===== src/rtl/ifu_pkg.sv =====
// Shared IFU parameters and types: cache geometry plus the memory-responder
// word geometry and FSM encoding.
package ifu_pkg;

  localparam int TAG_WIDTH      = 8;
  localparam int LINE_WIDTH     = 128;
  localparam int WORD_WIDTH     = 32;
  localparam int WORDS_PER_LINE = LINE_WIDTH / WORD_WIDTH;
  localparam int WIDX_W         = $clog2(WORDS_PER_LINE);

  typedef enum logic [2:0] {
    RSP_IDLE  = 3'd0,
    RSP_WAIT  = 3'd1,
    RSP_READ  = 3'd2,
    RSP_DRAIN = 3'd3,
    RSP_RESP  = 3'd4,
    RSP_COOL  = 3'd5
  } rsp_state_t;

endpackage


===== src/rtl/ifu_line_assembler.sv =====
// Captures SRAM read data one cycle after each issued read and writes it
// into the addressed word slot of the line register.
module ifu_line_assembler #(
  parameter int WORD_WIDTH = 32,
  parameter int N_WORDS    = 4,
  parameter int IDX_W      = 2
) (
  input  logic                          clk,
  input  logic                          rst_n,
  input  logic                          rd_en_i,
  input  logic [IDX_W-1:0]              rd_idx_i,
  input  logic [WORD_WIDTH-1:0]         rd_data_i,
  output logic [N_WORDS*WORD_WIDTH-1:0] line_o
);

  logic                          cap_valid_q, cap_valid_d;
  logic [IDX_W-1:0]              cap_idx_q, cap_idx_d;
  logic [N_WORDS*WORD_WIDTH-1:0] line_q, line_d;

  // Capture pair trails the read by one cycle, matching the SRAM latency.
  always_comb begin
    cap_valid_d = rd_en_i;
    cap_idx_d   = rd_idx_i;
    line_d      = line_q;
    if (cap_valid_q) begin
      line_d[cap_idx_q*WORD_WIDTH +: WORD_WIDTH] = rd_data_i;
    end else begin
      line_d = line_q;
    end
  end

  // Capture and line state registers.
  always_ff @(posedge clk or negedge rst_n) begin
    if (!rst_n) begin
      cap_valid_q <= 1'b0;
      cap_idx_q   <= '0;
      line_q      <= '0;
    end else begin
      cap_valid_q <= cap_valid_d;
      cap_idx_q   <= cap_idx_d;
      line_q      <= line_d;
    end
  end

  assign line_o = line_q;

endmodule


===== src/rtl/ifu_mem_rsp.sv =====
// Memory-side responder for IFU line fills: latches one tag request, reads the
// line word by word from a 1-cycle SRAM, and returns it with a one-cycle pulse.
module ifu_mem_rsp #(
  parameter int WORD_WIDTH = 32,
  parameter int EXTRA_LAT  = 0
) (
  input  logic                                                           Clock,
  input  logic                                                           Rst,
  input  logic [ifu_pkg::TAG_WIDTH-1:0]                                  mem_reqTagIn,
  input  logic                                                           mem_reqTagValidIn,
  output logic [ifu_pkg::TAG_WIDTH-1:0]                                  mem_rspTagOut,
  output logic [ifu_pkg::LINE_WIDTH-1:0]                                 mem_rspInsLineOut,
  output logic                                                           mem_rspInsLineValidOut,
  output logic                                                           sram_rdEnOut,
  output logic [ifu_pkg::TAG_WIDTH+$clog2(ifu_pkg::LINE_WIDTH/WORD_WIDTH)-1:0] sram_rdAddrOut,
  input  logic [WORD_WIDTH-1:0]                                          sram_rdDataIn,
  output logic                                                           busyOut
);

  import ifu_pkg::*;

  localparam int N_WORDS = LINE_WIDTH / WORD_WIDTH;
  localparam int IDX_W   = $clog2(N_WORDS);
  localparam int ADDR_W  = TAG_WIDTH + IDX_W;

  localparam logic [3:0]       LAT_LAST = (EXTRA_LAT > 0) ? 4'(EXTRA_LAT - 1) : 4'd0;
  localparam logic [IDX_W-1:0] IDX_LAST = IDX_W'(N_WORDS - 1);
  localparam logic [IDX_W-1:0] IDX_ONE  = IDX_W'(1);

  rsp_state_t           state_q, state_d;
  logic [TAG_WIDTH-1:0] cur_tag_q, cur_tag_d;
  logic [IDX_W-1:0]     widx_q, widx_d;
  logic [3:0]           lat_cnt_q, lat_cnt_d;
  logic                 rd_en_q, rd_en_d;
  logic [ADDR_W-1:0]    rd_addr_q, rd_addr_d;
  logic                 rsp_valid_q, rsp_valid_d;
  logic                 busy_q, busy_d;

  // Next-state logic; outputs are derived from the next state so they register cleanly.
  always_comb begin
    state_d   = state_q;
    cur_tag_d = cur_tag_q;
    widx_d    = widx_q;
    lat_cnt_d = lat_cnt_q;
    case (state_q)
      RSP_IDLE: begin
        if (mem_reqTagValidIn) begin
          cur_tag_d = mem_reqTagIn;
          widx_d    = '0;
          lat_cnt_d = 4'd0;
          state_d   = (EXTRA_LAT > 0) ? RSP_WAIT : RSP_READ;
        end else begin
          state_d = RSP_IDLE;
        end
      end
      RSP_WAIT: begin
        lat_cnt_d = lat_cnt_q + 4'd1;
        if (lat_cnt_q == LAT_LAST) begin
          state_d = RSP_READ;
        end else begin
          state_d = RSP_WAIT;
        end
      end
      RSP_READ: begin
        // Index wraps inside its own field; it never carries into the tag.
        widx_d = widx_q + IDX_ONE;
        if (widx_q == IDX_LAST) begin
          state_d = RSP_DRAIN;
        end else begin
          state_d = RSP_READ;
        end
      end
      RSP_DRAIN: state_d = RSP_RESP;
      RSP_RESP:  state_d = RSP_COOL;
      // COOL ignores requests so the cache's post-insert hit update can settle.
      RSP_COOL:  state_d = RSP_IDLE;
      default:   state_d = RSP_IDLE;
    endcase

    rd_en_d     = (state_d == RSP_READ);
    rd_addr_d   = rd_en_d ? {cur_tag_d, widx_d} : '0;
    rsp_valid_d = (state_d == RSP_RESP);
    busy_d      = (state_d != RSP_IDLE);
  end

  // FSM, counters and registered outputs.
  always_ff @(posedge Clock or negedge Rst) begin
    if (!Rst) begin
      state_q     <= RSP_IDLE;
      cur_tag_q   <= '0;
      widx_q      <= '0;
      lat_cnt_q   <= 4'd0;
      rd_en_q     <= 1'b0;
      rd_addr_q   <= '0;
      rsp_valid_q <= 1'b0;
      busy_q      <= 1'b0;
    end else begin
      state_q     <= state_d;
      cur_tag_q   <= cur_tag_d;
      widx_q      <= widx_d;
      lat_cnt_q   <= lat_cnt_d;
      rd_en_q     <= rd_en_d;
      rd_addr_q   <= rd_addr_d;
      rsp_valid_q <= rsp_valid_d;
      busy_q      <= busy_d;
    end
  end

  ifu_line_assembler #(
    .WORD_WIDTH (WORD_WIDTH),
    .N_WORDS    (N_WORDS),
    .IDX_W      (IDX_W)
  ) u_line_asm (
    .clk       (Clock),
    .rst_n     (Rst),
    .rd_en_i   (rd_en_q),
    .rd_idx_i  (rd_addr_q[IDX_W-1:0]),
    .rd_data_i (sram_rdDataIn),
    .line_o    (mem_rspInsLineOut)
  );

  // The response tag is the latched request tag, updated at acceptance.
  assign mem_rspTagOut          = cur_tag_q;
  assign mem_rspInsLineValidOut = rsp_valid_q;
  assign sram_rdEnOut           = rd_en_q;
  assign sram_rdAddrOut         = rd_addr_q;
  assign busyOut                = busy_q;

endmodule


===== config.mk =====
export PLATFORM = sky130hd
export DESIGN_NAME = ifu_mem_rsp
export DESIGN_NICKNAME = d
export VERILOG_FILES = /design/src/rtl/ifu_pkg.sv /design/src/rtl/ifu_line_assembler.sv /design/src/rtl/ifu_mem_rsp.sv
export SDC_FILE = /design/constraint.sdc
export NUM_CORES = 1
export LEC_CHECK = 0
export ABC_AREA = 1
export BUFFER_PORTS_ARGS = -buffer_cell sky130_fd_sc_hd__buf_2
export CORE_MARGIN = 2
export CORE_UTILIZATION = 53
export DETAILED_ROUTE_END_ITERATION = 6
export PLACE_DENSITY = 0.81
export SLEW_MARGIN = 20
export SYNTH_ARGS = -nofsm -noshare
export SYNTH_HDL_FRONTEND = slang
export SYNTH_HIERARCHICAL = 1
export SYNTH_SLANG_ARGS = --single-unit

===== constraint.sdc =====
create_clock -name Clock -period 2 [get_ports Clock]
set_input_delay 0.4 -clock Clock [delete_from_list [all_inputs] [get_ports Clock]]
set_output_delay 0.4 -clock Clock [all_outputs]
set_load 0.03 [all_outputs]

=== Word level (Yosys, flattened, before mapping) ===
Cells that the tools add are included.

* Memory bits (writable): 0
* Bits in registers: 161
* Bits in latches: 0
* ROM bits: 0
* Memories kept: 0

* Shift operators: 2
* Multiply operators: 0
* Equal/unequal tests: 8
* Muxes and demuxes: 12
* Add/sub/neg operators: 3
* $lt $le $gt $ge: 0
* Bitwise gates (word level): 0
* Divide/modulo/power cells: 0
* Reduce and logical (&&, ||, !) cells: 5

{| class="wikitable"
|+ Operators by type and width
! operator !! count
|-
| bitwise mux 128 bit || 1
|-
| variable shift 32 x 34 -> 128 bit (first input constant) || 1
|-
| indexed part select 32 x 34 -> 128 bit || 1
|-
| negation 7 -> 34 bit || 1
|-
| two-way mux 8 bit || 2
|-
| case mux 3 bit (5 select lines) || 1
|-
| two-way mux 10 bit || 1
|-
| == test 3 x 2 -> 1 bit (second input constant) || 3
|-
| case mux 4 bit (2 select lines) || 1
|-
| == test 3 bit (second input constant) || 2
|-
| two-way mux 2 bit || 3
|-
| adder 4 x 1 -> 4 bit (second input constant) || 1
|-
| logical NOT 4 bit || 1
|-
| two-way mux 4 bit || 1
|-
| case mux 2 bit (2 select lines) || 1
|-
| == test 3 x 1 -> 1 bit (second input constant) || 1
|-
| logical NOT 3 bit || 1
|-
| nonzero test 3 bit || 1
|-
| adder 2 x 1 -> 2 bit (second input constant) || 1
|-
| == test 2 bit (second input constant) || 1
|-
| inequality test 2 bit (second input constant) || 1
|-
| AND reduction 2 bit || 1
|-
| nonzero test 2 bit || 1
|-
| two-way mux 1 bit || 1
|}

=== Longest topological paths before layout ===
* Word-level depth: 5
* Depth in mapped cells: 9
* Mapped depth without buffers: 8

=== Cells and area by module ===
The synthesis kept the hierarchy.

{| class="wikitable"
|+ Modules (own cells, without submodules)
! module !! sequential area each (µm²) !! instances !! cells each !! area each (µm²)
|-
| ifu_line_assembler || 3,278.1 || 1 || 763 || 5,735.5
|-
| ifu_mem_rsp || 750.7 || 1 || 140 || 1,383.8
|}

=== Least setup slack after synthesis ===
Ideal clock, no wire load.

* Path kind: flip-flop to flip-flop
* From: reg u_line_asm.cap_idx_q[0]
* To: reg u_line_asm.line_q[100], in the netlist u_line_asm/line_o[100]
* Arrival: 1.454 ns
* Buffers on the path: 2
* Stages on the path, launching flop included: 10
* Clock period less this slack: 1.520 ns
* Data required time: 1.934 ns
* Library setup time: 0.066 ns
* Setup slack: 0.480 ns
* Path through: dfrtp_1 -> buf_2 -> inv_1 -> ha_1 -> inv_1 -> nand2_1 -> nor2_2 -> buf_2 -> nand2_1 -> nand2_1

* Word-level cells in the longest chain between the ends: 3
* Elaborated cells between the ends (all ways): 4
* Those cells by class: 1 x add/sub; 2 x shift; 1 x mux

{| class="wikitable"
|+ RTL lines
! element !! line !! text
|-
| from (decl) || ifu_line_assembler.sv:17 || <nowiki>logic [IDX_W-1:0] cap_idx_q, cap_idx_d;</nowiki>
|-
| from (signal assigned) || ifu_line_assembler.sv:40 || <nowiki>cap_idx_q <= cap_idx_d;</nowiki>
|-
| negation 7 -> 34 bit (*) || ifu_line_assembler.sv:26 || <nowiki>line_d[cap_idx_q*WORD_WIDTH +: WORD_WIDTH] = rd_data_i;</nowiki>
|-
| indexed part select 32 x 34 -> 128 bit / variable shift 32 x 34 -> 128 bit (equally long branches) || ifu_line_assembler.sv:26 ||
|-
| bitwise mux 128 bit (*) || ifu_line_assembler.sv:26 ||
|-
| to (signal assigned) || ifu_line_assembler.sv:41 || <nowiki>line_q <= line_d;</nowiki>
|-
| to (decl) || ifu_line_assembler.sv:18 || <nowiki>logic [N_WORDS*WORD_WIDTH-1:0] line_q, line_d;</nowiki>
|}

Every way passes the cells marked *; elsewhere a longest branch is shown, timed or not.
A chain may end at the register's enable or synchronous reset.

=== Final worst setup path ===
* From: reg u_line_asm.cap_idx_q[0]
* To: reg u_line_asm.line_q[42], in the netlist u_line_asm/line_o[42]

Same word-level chain as after synthesis.

==> results.sh <==
export IMPL_status="finished clean"
export IMPL_setup_viol=0
export IMPL_clkSinkCount=161
export IMPL_maxSlewHeadroom_pct=68.24
export IMPL_worstReg2RegStart="u_line_asm/cap_idx_q[0]"
export IMPL_required_ps=2350
export IMPL_area_growth_pct=25.13
export IMPL_start_util_pct=53.97
export IMPL_detail_route_first_pass_iterations=5
export IMPL_synthTopCellsByArea="dfrtp_1 57%, nand2_1 25%, inv_1 4.9%, nor2_1 3.9%, ha_1 1.4%"
export IMPL_vias=6252
export IMPL_die_height_um=119.9
export IMPL_cp_startpoint="u_line_asm/cap_idx_q[0]"
export IMPL_drc=0
export IMPL_ant_nets=0
export IMPL_synth_cell_type_count=22
export IMPL_path_cells="buf_4, ha_1, nand2_1, nor2_2, buf_4, nand2_1, nand2_1"
export IMPL_wl_um=18030
export IMPL_synth_top_family_by_area="simple AND/OR/NAND/NOR gates"
export IMPL_synth_seq_area_share_pct=56.59
export IMPL_synthCells=903
export IMPL_viasPerCell=4.862
export IMPL_ys_warn_count=6
export IMPL_cts_max_path_buffers=2
export IMPL_avgSynthCellArea_um2=7.884
export IMPL_die_w_um=119.9
export IMPL_fmax_mhz=609.9
export IMPL_placed_area_um2=8313
export IMPL_synth_compound_area_share_pct=0.4218
export IMPL_worst_slew_pin_slew_ps=476.4
export IMPL_cts_resized=0
export IMPL_clk_latency_ps=420
export IMPL_crit_top_cell="nand2_1"
export IMPL_powerDensity_nw_per_um2=1729
export IMPL_pre_cts_slack_ps=395.7
export IMPL_cp_end_kind="flip-flop"
export IMPL_drtIter0Drc=519
export IMPL_ys_ff_latch=161
export IMPL_post_drt_wl_per_cell_um=14.02
export IMPL_htree_levels=4
export IMPL_synth_fp_nets=954
export IMPL_path_class="flip-flop to flip-flop"
export IMPL_fill_cells=1090
export IMPL_cts_buffers=17
export IMPL_io_buffers=191
export IMPL_track_usage_pct=26.58
export IMPL_rsz0062_at_grt="no"
export IMPL_synth_simple_area_share_pct=33.43
export IMPL_synth_area_um2=7119
export IMPL_antenna_found_initial=1
export IMPL_dpl_hpwl_um=12800
export IMPL_postCtsSetupBuffers=0
export IMPL_critPathMaxStageDelay_ps=350
export IMPL_synth_top_area_share_pct=56.59
export IMPL_hold_class="input port to flip-flop"
export IMPL_cts_root_buf="clkbuf_16"
export IMPL_grt_pass1_vias=6025
export IMPL_worstPathArrival_ps=1990
export IMPL_synth_area_mux_share_pct=0
export IMPL_drive_gt1_share_pct=24.53
export IMPL_peakVddDrop_uv=921.2
export IMPL_grt_pass1_wl_um=29980
export IMPL_synthAdderAreaFrac_pct=1.406
export IMPL_cp_max_fo=32
export IMPL_maxCapViolCount=0
export IMPL_core_area_um2=13190
export IMPL_gp_congestion=0.8726
export IMPL_critPathSlowestCell="dfrtp_2"
export IMPL_clk_pin_slew_ps=60
export IMPL_slew_violations=0
export IMPL_min_period_ps=1640
export IMPL_crit_path_start_kind="flip-flop"
export IMPL_cts_tree="done"
export IMPL_ioPinCount=192
export IMPL_yosysTopAreaCell="dfrtp_1"
export IMPL_clock_skew_ps=7.800
export IMPL_nets=1149
export IMPL_grt_max_degree=50
export IMPL_power_leakage_nw=5.672
export IMPL_totalNegativeSetupSlack_ps=0
export IMPL_worst_slack_ps=360.3
export IMPL_ctsHoldBuffers=1
export IMPL_dieArea_um2=14380
export IMPL_final_area_um2=8909
export IMPL_overflow=0
export IMPL_min_delay_start="sram_rdDataIn[2]"
export IMPL_synth_xor_area_share_pct=0
export IMPL_rows=42
export IMPL_p_total_mw=15.40
export IMPL_hold_violations=0
export IMPL_min_period_over_period_pct=81.99
==> cells in the mapped netlist <==
cell type and n:
a21oi_1 3, buf_2 18, buf_4 3, buf_6 4, clkbuf_1 16, dfrtp_1 161
ha_1 8, inv_1 93, inv_2 2, inv_4 1, nand2_1 483, nand2_2 3
nand3_1 4, nand3_2 1, nand3_4 1, nand3b_1 8, nor2_1 74, nor2_2 5
nor2_4 1, nor2_8 1, nor3_2 10, o21ai_0 3
==> worst paths after layout <==
kind / end / slack (ps) / cells past startpoint
worst max-delay path: u_line_asm/line_o[42] / 360 / 7
worst min-delay path: u_line_asm/line_o[2] / 290 / 5
worst max register to register: u_line_asm/line_o[42] / 360 / 7
worst min register to register: u_line_asm/cap_valid_q / 380 / 0
max in group asynchronous: u_line_asm/line_o[11] / 870 / 3
min in group asynchronous: u_line_asm/line_o[124] / 500 / 2
==> registers in the layout (all words and copies together), names as in the netlist <==
signal and flops:
u_line_asm/cap_idx_q 2, sram_rdEnOut 1, sram_rdAddrOut 10, lat_cnt_q 4, mem_rspInsLineValidOut 1, widx_q 2, busyOut 1, mem_rspTagOut 8
u_line_asm/line_o 128, u_line_asm/cap_valid_q 1, state_q 3
==> placed cells by master (no fill, tap or decap), types with 2 or more instances in the layout <==
cell       count
inv_2          2
o21ai_0        3
nor3_2        10
buf_2        190
nand2_1      483
clkbuf_16     17
nor2_1        73
inv_1         93
clkinv_4       2
bufinv_16      3
clkinv_2       5
buf_12         3
a21oi_1        3
nand2_2        3
nand3_1        4
dfrtp_1      160
nor2_2         6
nand3b_1       8
ha_1           8
buf_4         22
==> logic make-up after synthesis <==
logic type,Yosys count
compound gates,6
fa+ha+maj,8
buf+inv,137
flops,161
simple gates,591
==> area by class of cell <==
type                       count  area, um^2  share of cell area (%)
timing repair buffer         217        1197                   13.44
sequential                   161        4030                   45.24
multi-input combinational    605        2512                   28.20
clock inverter                11       140.1                   1.573
clock buffer                  19       442.9                   4.972
tap                          176       220.2                   2.472
antenna                        1       2.502                 0.02809
inverter                      96       362.8                   4.073
==> per-layer routing <==
metal  vias up  GRT usage (%)  wire length [um]
met5         -              0                 0
met4         0          11.03               473
met3        36          6.606              1303
met2       261          42.68              8707
met1      2925          34.62              7548
li1       3030              -                 -
==> worst max-delay path, delay by kind of cell, from the launching register on <==
kind                       cells  cell delay [ps]
adders and majority gates      1              200
buffers and inverters          2              630
DFF                            1              350
and+or+nand+nor                4              380
==> power by group <==
group	switching [mW]	leakage [nW]	internal, mW
Clock	1.25	0.288	1.97
Sequential	0.677	2.13	4.45
Combinational	5.11	3.25	1.95
==> per-stage QoR <==
step,std cells,util [%],hold slack [ps]
3_5_place_dp,1254,63.02,367.5
6_report,1286,67.54,291.8
2_1_floorplan,903,-,104.4
3_3_place_gp,1254,63.02,356.8
5_1_grt,1286,67.54,298.9
4_1_cts,1285,67.52,267.1
(Power assumes the default switching activity.)
